==> config.mk <==
export PLATFORM = sky130hd
export DESIGN_NAME = fp_div_special_encoder
export DESIGN_NICKNAME = d
export VERILOG_FILES = /design/src/rtl/fp_div_special_encoder.sv
export SDC_FILE = /design/constraint.sdc
export NUM_CORES = 1
export LEC_CHECK = 0
export ABC_AREA = 1
export BUFFER_PORTS_ARGS = -buffer_cell sky130_fd_sc_hd__buf_2
export CORE_ASPECT_RATIO = 0.75
export CORE_UTILIZATION = 53
export CTS_BUF_LIST = sky130_fd_sc_hd__clkbuf_4 sky130_fd_sc_hd__clkbuf_8
export DETAILED_ROUTE_END_ITERATION = 6
export GPL_TIMING_DRIVEN = 1
export HOLD_SLACK_MARGIN = 0.02
export PLACE_DENSITY_LB_ADDON = 0.15
export SETUP_SLACK_MARGIN = 0.15
export SLEW_MARGIN = 20
export SYNTH_ARGS = -nofsm -noshare
export SYNTH_HDL_FRONTEND = slang
export SYNTH_SLANG_ARGS = --single-unit
==> constraint.sdc <==
create_clock -name clk -period 2.05 [get_ports clk]
set_input_delay 0.1025 -clock clk [delete_from_list [all_inputs] [get_ports clk]]
set_output_delay 0.1025 -clock clk [all_outputs]
set_load 0.1 [all_outputs]
==> src/rtl/fp_div_special_encoder.sv <==
// Output stage of the single-precision divider: classifies operands, applies IEEE-754 special cases,
// and packs the quotient through a 2-stage valid/ready pipeline. Optional sticky flags: FP_DIV_EXCFLAGS_EN.
module fp_div_special_encoder #(
  parameter int unsigned EXP_W     = 10,
  parameter logic [31:0] CANON_NAN = 32'h7FC00000
) (
  input  logic             clk,
  input  logic             rst_n,
  input  logic             in_valid,
  output logic             in_ready,
  input  logic [31:0]      a_word,
  input  logic [31:0]      b_word,
  input  logic [EXP_W-1:0] q_exp,
  input  logic [22:0]      q_mant,
  output logic             out_valid,
  input  logic             out_ready,
  output logic [31:0]      out_result,
  output logic [1:0]       out_class
`ifdef FP_DIV_EXCFLAGS_EN
  ,
  input  logic             flags_clr,
  output logic [4:0]       exc_flags
`endif
);

  localparam logic [1:0] CL_FIN  = 2'b00;
  localparam logic [1:0] CL_ZERO = 2'b01;
  localparam logic [1:0] CL_INF  = 2'b10;
  localparam logic [1:0] CL_NAN  = 2'b11;

  localparam logic signed [EXP_W-1:0] EXP_OVF = EXP_W'(255);
  localparam logic signed [EXP_W-1:0] EXP_UNF = '0;

  function automatic logic [1:0] classify(input logic [31:0] w);
    if (w[30:23] == 8'hFF) return (w[22:0] == 23'd0) ? CL_INF : CL_NAN;
    if (w[30:23] == 8'h00) return CL_ZERO;
    return CL_FIN;
  endfunction

  logic             r_s1_valid;
  logic             r_s1_sign;
  logic [EXP_W-1:0] r_s1_exp;
  logic [22:0]      r_s1_mant;
  logic [1:0]       r_s1_a_cls;
  logic [1:0]       r_s1_b_cls;
  logic             r_s2_valid;
  logic [31:0]      r_s2_result;
  logic [1:0]       r_s2_class;

  logic        w_s1_adv;
  logic        w_s2_adv;
  logic [31:0] w_result;
  logic [1:0]  w_class;
  logic [31:0] w_inf;
  logic [31:0] w_zero;
`ifdef FP_DIV_EXCFLAGS_EN
  logic [4:0]  w_exc;
  logic [4:0]  r_s2_exc;
  logic [4:0]  r_flags;
`endif

  assign w_s2_adv   = !r_s2_valid || out_ready;
  assign w_s1_adv   = !r_s1_valid || w_s2_adv;
  assign in_ready   = w_s1_adv;
  assign out_valid  = r_s2_valid;
  assign out_result = r_s2_result;
  assign out_class  = r_s2_class;
  assign w_inf      = {r_s1_sign, 8'hFF, 23'h0};
  assign w_zero     = {r_s1_sign, 31'h0};

  // Stage 1: capture sign, raw quotient and operand classes
  always_ff @(posedge clk or negedge rst_n) begin
    if (!rst_n) begin
      r_s1_valid <= 1'b0;
      r_s1_sign  <= 1'b0;
      r_s1_exp   <= '0;
      r_s1_mant  <= '0;
      r_s1_a_cls <= CL_FIN;
      r_s1_b_cls <= CL_FIN;
    end else if (w_s1_adv) begin
      r_s1_valid <= in_valid;
      if (in_valid) begin
        r_s1_sign  <= a_word[31] ^ b_word[31];
        r_s1_exp   <= q_exp;
        r_s1_mant  <= q_mant;
        r_s1_a_cls <= classify(a_word);
        r_s1_b_cls <= classify(b_word);
      end
    end
  end

  // Result selection, first matching rule wins
  always_comb begin
    w_result = {r_s1_sign, r_s1_exp[7:0], r_s1_mant};
    w_class  = 2'b00;
`ifdef FP_DIV_EXCFLAGS_EN
    w_exc    = 5'b00000;
`endif
    if (r_s1_a_cls == CL_NAN || r_s1_b_cls == CL_NAN) begin
      w_result = CANON_NAN;
      w_class  = 2'b11;
`ifdef FP_DIV_EXCFLAGS_EN
      w_exc    = 5'b00001;
`endif
    end else if ((r_s1_a_cls == CL_INF && r_s1_b_cls == CL_INF) ||
                 (r_s1_a_cls == CL_ZERO && r_s1_b_cls == CL_ZERO)) begin
      w_result = CANON_NAN;
      w_class  = 2'b11;
`ifdef FP_DIV_EXCFLAGS_EN
      w_exc    = 5'b10000;
`endif
    end else if (r_s1_a_cls == CL_INF) begin
      w_result = w_inf;
      w_class  = 2'b10;
    end else if (r_s1_b_cls == CL_INF) begin
      w_result = w_zero;
      w_class  = 2'b01;
    end else if (r_s1_b_cls == CL_ZERO) begin
      w_result = w_inf;
      w_class  = 2'b10;
`ifdef FP_DIV_EXCFLAGS_EN
      w_exc    = 5'b01000;
`endif
    end else if (r_s1_a_cls == CL_ZERO) begin
      w_result = w_zero;
      w_class  = 2'b01;
    end else if ($signed(r_s1_exp) >= EXP_OVF) begin
      w_result = w_inf;
      w_class  = 2'b10;
`ifdef FP_DIV_EXCFLAGS_EN
      w_exc    = 5'b00100;
`endif
    end else if ($signed(r_s1_exp) <= EXP_UNF) begin
      w_result = w_zero;
      w_class  = 2'b01;
`ifdef FP_DIV_EXCFLAGS_EN
      w_exc    = 5'b00010;
`endif
    end
  end

  // Stage 2: holds the packed word stable while backpressured
  always_ff @(posedge clk or negedge rst_n) begin
    if (!rst_n) begin
      r_s2_valid  <= 1'b0;
      r_s2_result <= '0;
      r_s2_class  <= 2'b00;
    end else if (w_s2_adv) begin
      r_s2_valid <= r_s1_valid;
      if (r_s1_valid) begin
        r_s2_result <= w_result;
        r_s2_class  <= w_class;
      end
    end
  end

`ifdef FP_DIV_EXCFLAGS_EN
  // Sticky flags set on output transfer; a set beats a simultaneous clear
  always_ff @(posedge clk or negedge rst_n) begin
    if (!rst_n) begin
      r_s2_exc <= '0;
      r_flags  <= '0;
    end else begin
      if (w_s2_adv && r_s1_valid) r_s2_exc <= w_exc;
      r_flags <= (flags_clr ? 5'b00000 : r_flags) |
                 ((r_s2_valid && out_ready) ? r_s2_exc : 5'b00000);
    end
  end

  assign exc_flags = r_flags;
`endif

endmodule
==> key figures, run 1 <==
Yosys
  – Yosys cell types: 26
  – Avg Cell Area, Syn: between 8 and 9 sq um
  – Post-synthesis sequential area ratio: between 50% and 60%
  – Synthesized cell area: around 3300 sq um
  – Cells after Synth: roughly 380
  – Number of flops mapped to enable cells by yosys: 0
  – Post-synthesis register bit count: 74
  – Share of flip-flops with an asynchronous set or reset: 100%
  – Mapped Nets: 484
  – Yosys Warn Count: 0
  – Dominant cells by area after synthesis: dfrtp_1 (56%), nand2_1 (11%), o21ai_0 (6.2%), o21ai_2 (5.3%), nor2_1 (5.0%)
  – Post-synth top area cell: dfrtp_1
  – Synth top area share: a little under three fifths
  – Most used DFF post-synth: dfrtp_1

Finish
  – Commonest non-fill, non-tap cell in the layout: buf_2
  – Layout net count: between 600 and 700
  – Fraction of layout cells with a size suffix above 1: 34.8%
  – Area Overhead vs Synth: 39.4%
  – Ant diodes: 0
  – FILL cells: 421
  – Cell area after layout: between 4000 and 5000 sq um
  – Most frequent cells in the layout: buf_2 (135), nand2_1 (95), dfrtp_1 (73)

Worst setup path
  – Critical Path, Cell by Cell: nand2_2 -> nand2_2 -> inv_2 -> nand2_1 -> inv_2 -> nand3_2 -> buf_4 -> o21ai_0
  – Worst R2R Start: out_valid
  – Worst Setup SP: out_valid
  – Worst endpoint data arrival time: between 1.5 and 2 ns
  – Crit-path max FO: 22
  – Worst-path cell with the longest stage delay: dfrtp_4
  – Setup crit start kind: register
  – CP Class: register to register
  – Max stage delay on crit path: ~0.50 ns
  – Critical Path RT: about 2.3 ns
  – Worst Setup End Kind: register

Drt
  – Vias after detailed routing: around 3.2k
  – Router iterations before antenna repair: 5
  – DR WL met2: 4410 microns
  – Residual DRC: 0
  – Met3 wire len: 427 microns
  – Routed len/inst: 13.3 microns
  – Post-route ant nets: 0
  – Highest metal used: met4
  – Met1 wire length: between 3000 and 4000 microns
  – Initial DRC count: 164
  – Drt total wl: roughly 8500 microns
  – Vias per cell: between 4 and 5

Power
  – Leakage: ~2.4 nW
  – Pwr dens: 1070 nW/um^2
  – Maximum VDD drop: about 840 uV

Global route
  – Vias in the first global route: around 3.1k
  – Tot GR Track Use: between 20% and 30%
  – Largest net degree at the start of global routing: 75
  – Initial antenna violation count: 0
  – Total global routing overflow: 0
  – First-pass GRT wire length: between 10000 and 15000 microns

STA
  – F_max: between 600 and 700 MHz
  – Worst Tran Pin Value: roughly 0.91 ns
  – Post-route minimum period: approximately 1.6 ns
  – RSZ-0062 raised after global routing: false
  – Fin Setup TNS: 0 ns
  – Fin. max-slew vios: 0
  – Clock skew: slightly above 0.01 ns
  – Relative slew slack: 39.4%
  – Final hold vios: 0
  – Fin crit share: roughly 80%
  – Final setup fails: 0

Floorplanning
  – Die area: 6560 sq um
  – IO Count: between 100 and 150
  – Core box area: 5920 sq um
  – Die height: 70.4 microns
  – Die W: 93.2 microns
  – Number of core rows: 24
  – Initial core utilization: about 56%

Clock network
  – Worst skew pair latency: 0.35 ns
  – Setup repair bufs after CTS: 0
  – H-tree Lvls: 3
  – # hold bufs at CTS: 35
  – Buffer type at the clock tree root: clkbuf_8
  – CTS Buf Count: 9
  – Worst-path clk slew: about 0.080 ns
  – Number of gates resized after cts: 0
  – CTS tree: done
  – CTS Sinks: between 70 and 80
  – Max Root-Sink Buffers: 2

Run status
  – Outcome: completed

Placed design
  – Post-DP HPWL: roughly 5600 microns
  – Port bufs: roughly 140
  – Placed inst area: just over 4000 sq um
  – RD Place Congestion: slightly below 0.9

Min path
  – Hold Crit Class: input port to register
  – Worst Hold Launch: b_word[31]

Flow run
  – Max cap viols: 0
[power by group]
part | switching [mW] | leakage [nW] | internal (mW)
logic | 1.57 | 1.37 | 0.400
registers | 0.128 | 0.928 | 1.71
clock network | 0.555 | 0.0959 | 0.577
total | 2.26 | 2.39 | 2.68
[flip-flops by register name (all words and copies together), names as in the netlist]
signal / flops
out_class: 2
out_result: 32
out_valid: 1
r_s1_a_cls: 2
r_s1_b_cls: 2
r_s1_exp: 10
r_s1_mant: 23
r_s1_sign: 1
r_s1_valid: 1
[worst max-delay path: cells and delay by family, from the launching register on]
kind,cells,cell delay [ns]
AO/OA/AOI/OAI,1,0.18
AND/OR/NAND/NOR,4,0.34
buffers and inverters,3,0.52
flip-flops,1,0.50
[per-stage QoR]
stage | util (%) | setup slack, ns | power, mW | std cells | hold slack, ns
final | 78.0 | 0.418 | 4.94 | 639 | 0.0635
after global routing | 78.0 | 0.284 | 5.17 | 639 | 0.0814
after CTS | 78.0 | 0.416 | 4.95 | 639 | 0.0590
after detailed placement | 68.7 | 0.436 | 3.77 | 588 | 0.290
after global placement | 68.7 | 0.510 | 3.74 | 588 | 0.290
after floorplan | - | 0.268 | 3.35 | 383 | -0.193
[cell usage after synthesis (all sizes together) (2+ instances only)]
library cell and count:
nor3 2, inv 41, a21oi 12, dfrtp 74, o22ai 2, nand4 6
buf 5, nand2 100, o21ai 61, nand3 15, or2 2, nor4 5
clkbuf 8, nor2 45
[path summary, 6_finish.rpt]
check                                 to  slack, ns  cells past startpoint
max                        out_result[0]       0.42                      8
min in group asynchronous  r_s1_mant[10]       0.43                      2
max in group asynchronous      out_valid       0.93                      2
min                            r_s1_sign       0.06                      3
min reg2reg                out_result[7]       0.48                      2
max reg2reg                out_result[0]       0.42                      8
[kinds of logic after synthesis]
logic type             Yosys count  share of synthesized area [%]
buffers and inverters           55                           6.85
AND/OR/NAND/NOR                176                           22.7
flip-flops                      74                           56.0
AO/OA/AOI/OAI                   77                           14.2
XOR/XNOR                         1                          0.265
[metal layers]
layer	vias up	GRT usage, %
li1	1583	-
met3	18	7.52
met1	1437	32.2
met2	121	49.7
met4	0	8.21
met5	-	0
[cell type report]
type                       count  area, sq um  share of cell area [%]
clock buffer                  10          131                    2.85
clock inverter                 6         67.6                    1.47
inverter                      42          159                    3.45
multi-input combinational    254         1240                    26.8
sequential                    74         1860                    40.2
tap                           78         97.6                    2.12
timing repair buffer         175         1060                    23.1
(Power assumes the default switching activity.)
==> inputs of run 2 (changes only) <==
--- a/config.mk
+++ b/config.mk
@@ -8,7 +8,7 @@
 export ABC_AREA = 1
 export BUFFER_PORTS_ARGS = -buffer_cell sky130_fd_sc_hd__buf_2
 export CORE_ASPECT_RATIO = 0.75
-export CORE_UTILIZATION = 53
+export CORE_UTILIZATION = 50
 export CTS_BUF_LIST = sky130_fd_sc_hd__clkbuf_4 sky130_fd_sc_hd__clkbuf_8
 export DETAILED_ROUTE_END_ITERATION = 6
 export GPL_TIMING_DRIVEN = 1
==> constraint.sdc (replaced) <==
create_clock -name clk -period 1.55 [get_ports clk]
set_input_delay 0.0775 -clock clk [delete_from_list [all_inputs] [get_ports clk]]
set_output_delay 0.0775 -clock clk [all_outputs]
set_load 0.1 [all_outputs]
==> key figures, run 2 (synthesis results as in run 1) <==
Worst setup path
  – Worst Setup End Kind: register (unchanged)
  – Critical Path, Cell by Cell: nand2_4 -> nand2_4 -> inv_2 -> nand2_1 -> inv_2 -> nand3_4 -> clkbuf_16 -> o21ai_2 (was nand2_2 -> nand2_2 -> inv_2 -> nand2_1 -> inv_2 -> nand3_2 -> buf_4 -> o21ai_0)
  – Worst endpoint data arrival time: 1.66 ns (was 1.90 ns)
  – Setup crit start kind: register (unchanged)
  – Worst-path cell with the longest stage delay: dfrtp_4 (unchanged)
  – Max stage delay on crit path: 0.51 ns (was 0.50 ns)
  – Crit-path max FO: 11 (was 22)
  – Worst Path Buf+Inv: 3 (unchanged)
  – CP Class: register to register (unchanged)
  – R2r setup slk: 0.17 ns (was 0.42 ns)
  – Crit path max-delay family: flip-flops (was buffers and inverters)
  – Critical Path RT: 1.82 ns (was 2.32 ns)

Drt
  – Drt total wl: 8420 microns (was 8520 microns)
  – Initial DRC count: 112 (was 164)
  – Residual DRC: 0 (unchanged)
  – Vias after detailed routing: 3194 (was 3159)
  – Post-route ant nets: 0 (unchanged)
  – Router iterations before antenna repair: 5 (unchanged)
  – Vias per cell: 4.91 (was 4.94)
  – Routed len/inst: 13.0 microns (was 13.3 microns)

Finish
  – Final core utilization: 75.7% (was 78.0%)
  – Most frequent cells in the layout: buf_2 (134), nand2_1 (92), dfrtp_1 (72) (was buf_2 (135), nand2_1 (95), dfrtp_1 (73))
  – Ant diodes: 0 (unchanged)
  – Area Overhead vs Synth: 45.2% (was 39.4%)
  – Fraction of layout cells with a size suffix above 1: 37.3% (was 34.8%)
  – Max reg flops: 32 (unchanged)
  – Layout net count: 665 (was 657)
  – Commonest non-fill, non-tap cell in the layout: buf_2 (unchanged)

Floorplanning
  – Die area: 6950 sq um (was 6560 sq um)
  – Die W: 95.9 microns (was 93.2 microns)
  – IO Count: 137 (unchanged)
  – Die height: 72.4 microns (was 70.4 microns)
  – Core box area: 6350 sq um (was 5920 sq um)
  – Number of core rows: 25 (was 24)
  – Initial core utilization: 52.1% (was 55.9%)

Clock network
  – Worst skew pair latency: 0.35 ns (about the same)
  – Buffer type at the clock tree root: clkbuf_8 (unchanged)
  – Max Root-Sink Buffers: 2 (unchanged)
  – CTS tree: done (unchanged)
  – Worst-path clk slew: 0.07 ns (was 0.08 ns)
  – CTS Sinks: 74 (unchanged)
  – CTS Buf Count: 9 (unchanged)
  – H-tree Lvls: 3 (unchanged)

Flow run
  – Max cap viols: 0 (unchanged)

STA
  – Fin crit share: 89.3% (was 79.6%)
  – Final hold vios: 0 (unchanged)
  – Min setup slack post-route: 0.165 ns (was 0.418 ns)
  – Post-route minimum period: 1.38 ns (was 1.63 ns)
  – Fin. max-slew vios: 0 (unchanged)
  – Worst Tran Pin Value: 0.511 ns (was 0.909 ns)
  – Fin Setup TNS: 0 ns (unchanged)
  – F_max: 722 MHz (was 613 MHz)
  – Clock skew: 0.0101 ns (was 0.0102 ns)
  – Final setup fails: 0 (unchanged)
  – Relative slew slack: 66.1% (was 39.4%)
  – RSZ-0062 raised after global routing: true (was false)

Placed design
  – Place WS: 0.189 ns (was 0.436 ns)
  – RD Place Congestion: 0.864 (was 0.868)
  – Post-DP HPWL: 5580 microns (about the same)
  – Port bufs: 136 (unchanged)

Power
  – Leakage: 2.47 nW (was 2.39 nW)
  – Tot Pwr: 6.58 mW (was 4.94 mW)
  – Pwr dens: 1370 nW/um^2 (was 1070 nW/um^2)
  – Maximum VDD drop: 1160 uV (was 841 uV)

Global route
  – Total global routing overflow: 0 (unchanged)
  – Largest net degree at the start of global routing: 48 (was 75)
  – Vias in the first global route: 3017 (was 3098)
  – Tot GR Track Use: 25.8% (was 27.7%)
  – Initial antenna violation count: 0 (unchanged)
  – First-pass GRT wire length: 13400 microns (was 13700 microns)

Min path
  – Hold Crit Class: input port to register (unchanged)

Run status
  – Outcome: completed (unchanged)
==> run 2: worst register-to-register path: stages (launching register included) <==
cell and delay (ns):
dfrtp_4 0.51, nand2_4 0.08, nand2_4 0.05, inv_2 0.06
nand2_1 0.06, inv_2 0.10, nand3_4 0.13, clkbuf_16 0.21
o21ai_2 0.12
==> run 2: layout make-up <==
cell class                      count  area (sq um)
Inverter                           42           161
Tap cell                           81           101
Clock inverter                      4          32.5
Timing Repair Buffer              183          1200
Fill cell                         466          1550
Multi-Input combinational cell    254          1290
Clock buffer                       12           165
Sequential cell                    74          1860
==> run 2: power breakdown <==
part | total, mW | switching (mW) | leakage, nW | internal (mW)
sequential | 2.43 | 0.176 | 0.927 | 2.26
clock | 1.46 | 0.731 | 0.0956 | 0.724
combinational | 2.69 | 2.10 | 1.45 | 0.593
==> run 2: layer usage <==
| layer | up-vias | GRT usage, % | share of wire (%) |
|---|---|---|---|
| met2 | 118 | 42.5 | 47 |
| li1 | 1595 | - | - |
| met3 | 13 | 8.28 | 5.6 |
| met5 | - | 0 | 0 |
| met4 | 0 | 5.80 | 1.6 |
| met1 | 1468 | 33.4 | 45 |
==> run 2: worst paths after layout <==
kind | from | to | cells after the start
setup / recovery | out_valid | out_result[11] | 8
hold / removal | out_ready | out_valid | 4
setup reg to reg | out_valid | out_result[11] | 8
hold reg to reg | out_result[7] | out_result[7] | 2
max in group asynchronous | rst_n | r_s1_b_cls[0] | 3
min in group asynchronous | rst_n | out_result[10] | 2
==> run 2: repair_timing <==
item / CTS / global route
hold endpoints to repair: 104 / 0
endpoints found under the setup margin: 1 / 31
buffers inserted: 0 / 4
hold buffers: 34 / 0
resized for setup: 1 / 13
pin swaps: 0 / 3
cloned: 0 / 2
==> run 2: per-stage QoR <==
step                      area (sq um)  hold WS [ns]  instances
final                             4800        0.0319        650
after global routing              4800        0.0232        650
after CTS                         4680        0.0289        644
after detailed placement          4140        0.0124        594
after global placement            4140        0.0121        594
after floorplan                   3350        -0.218        383
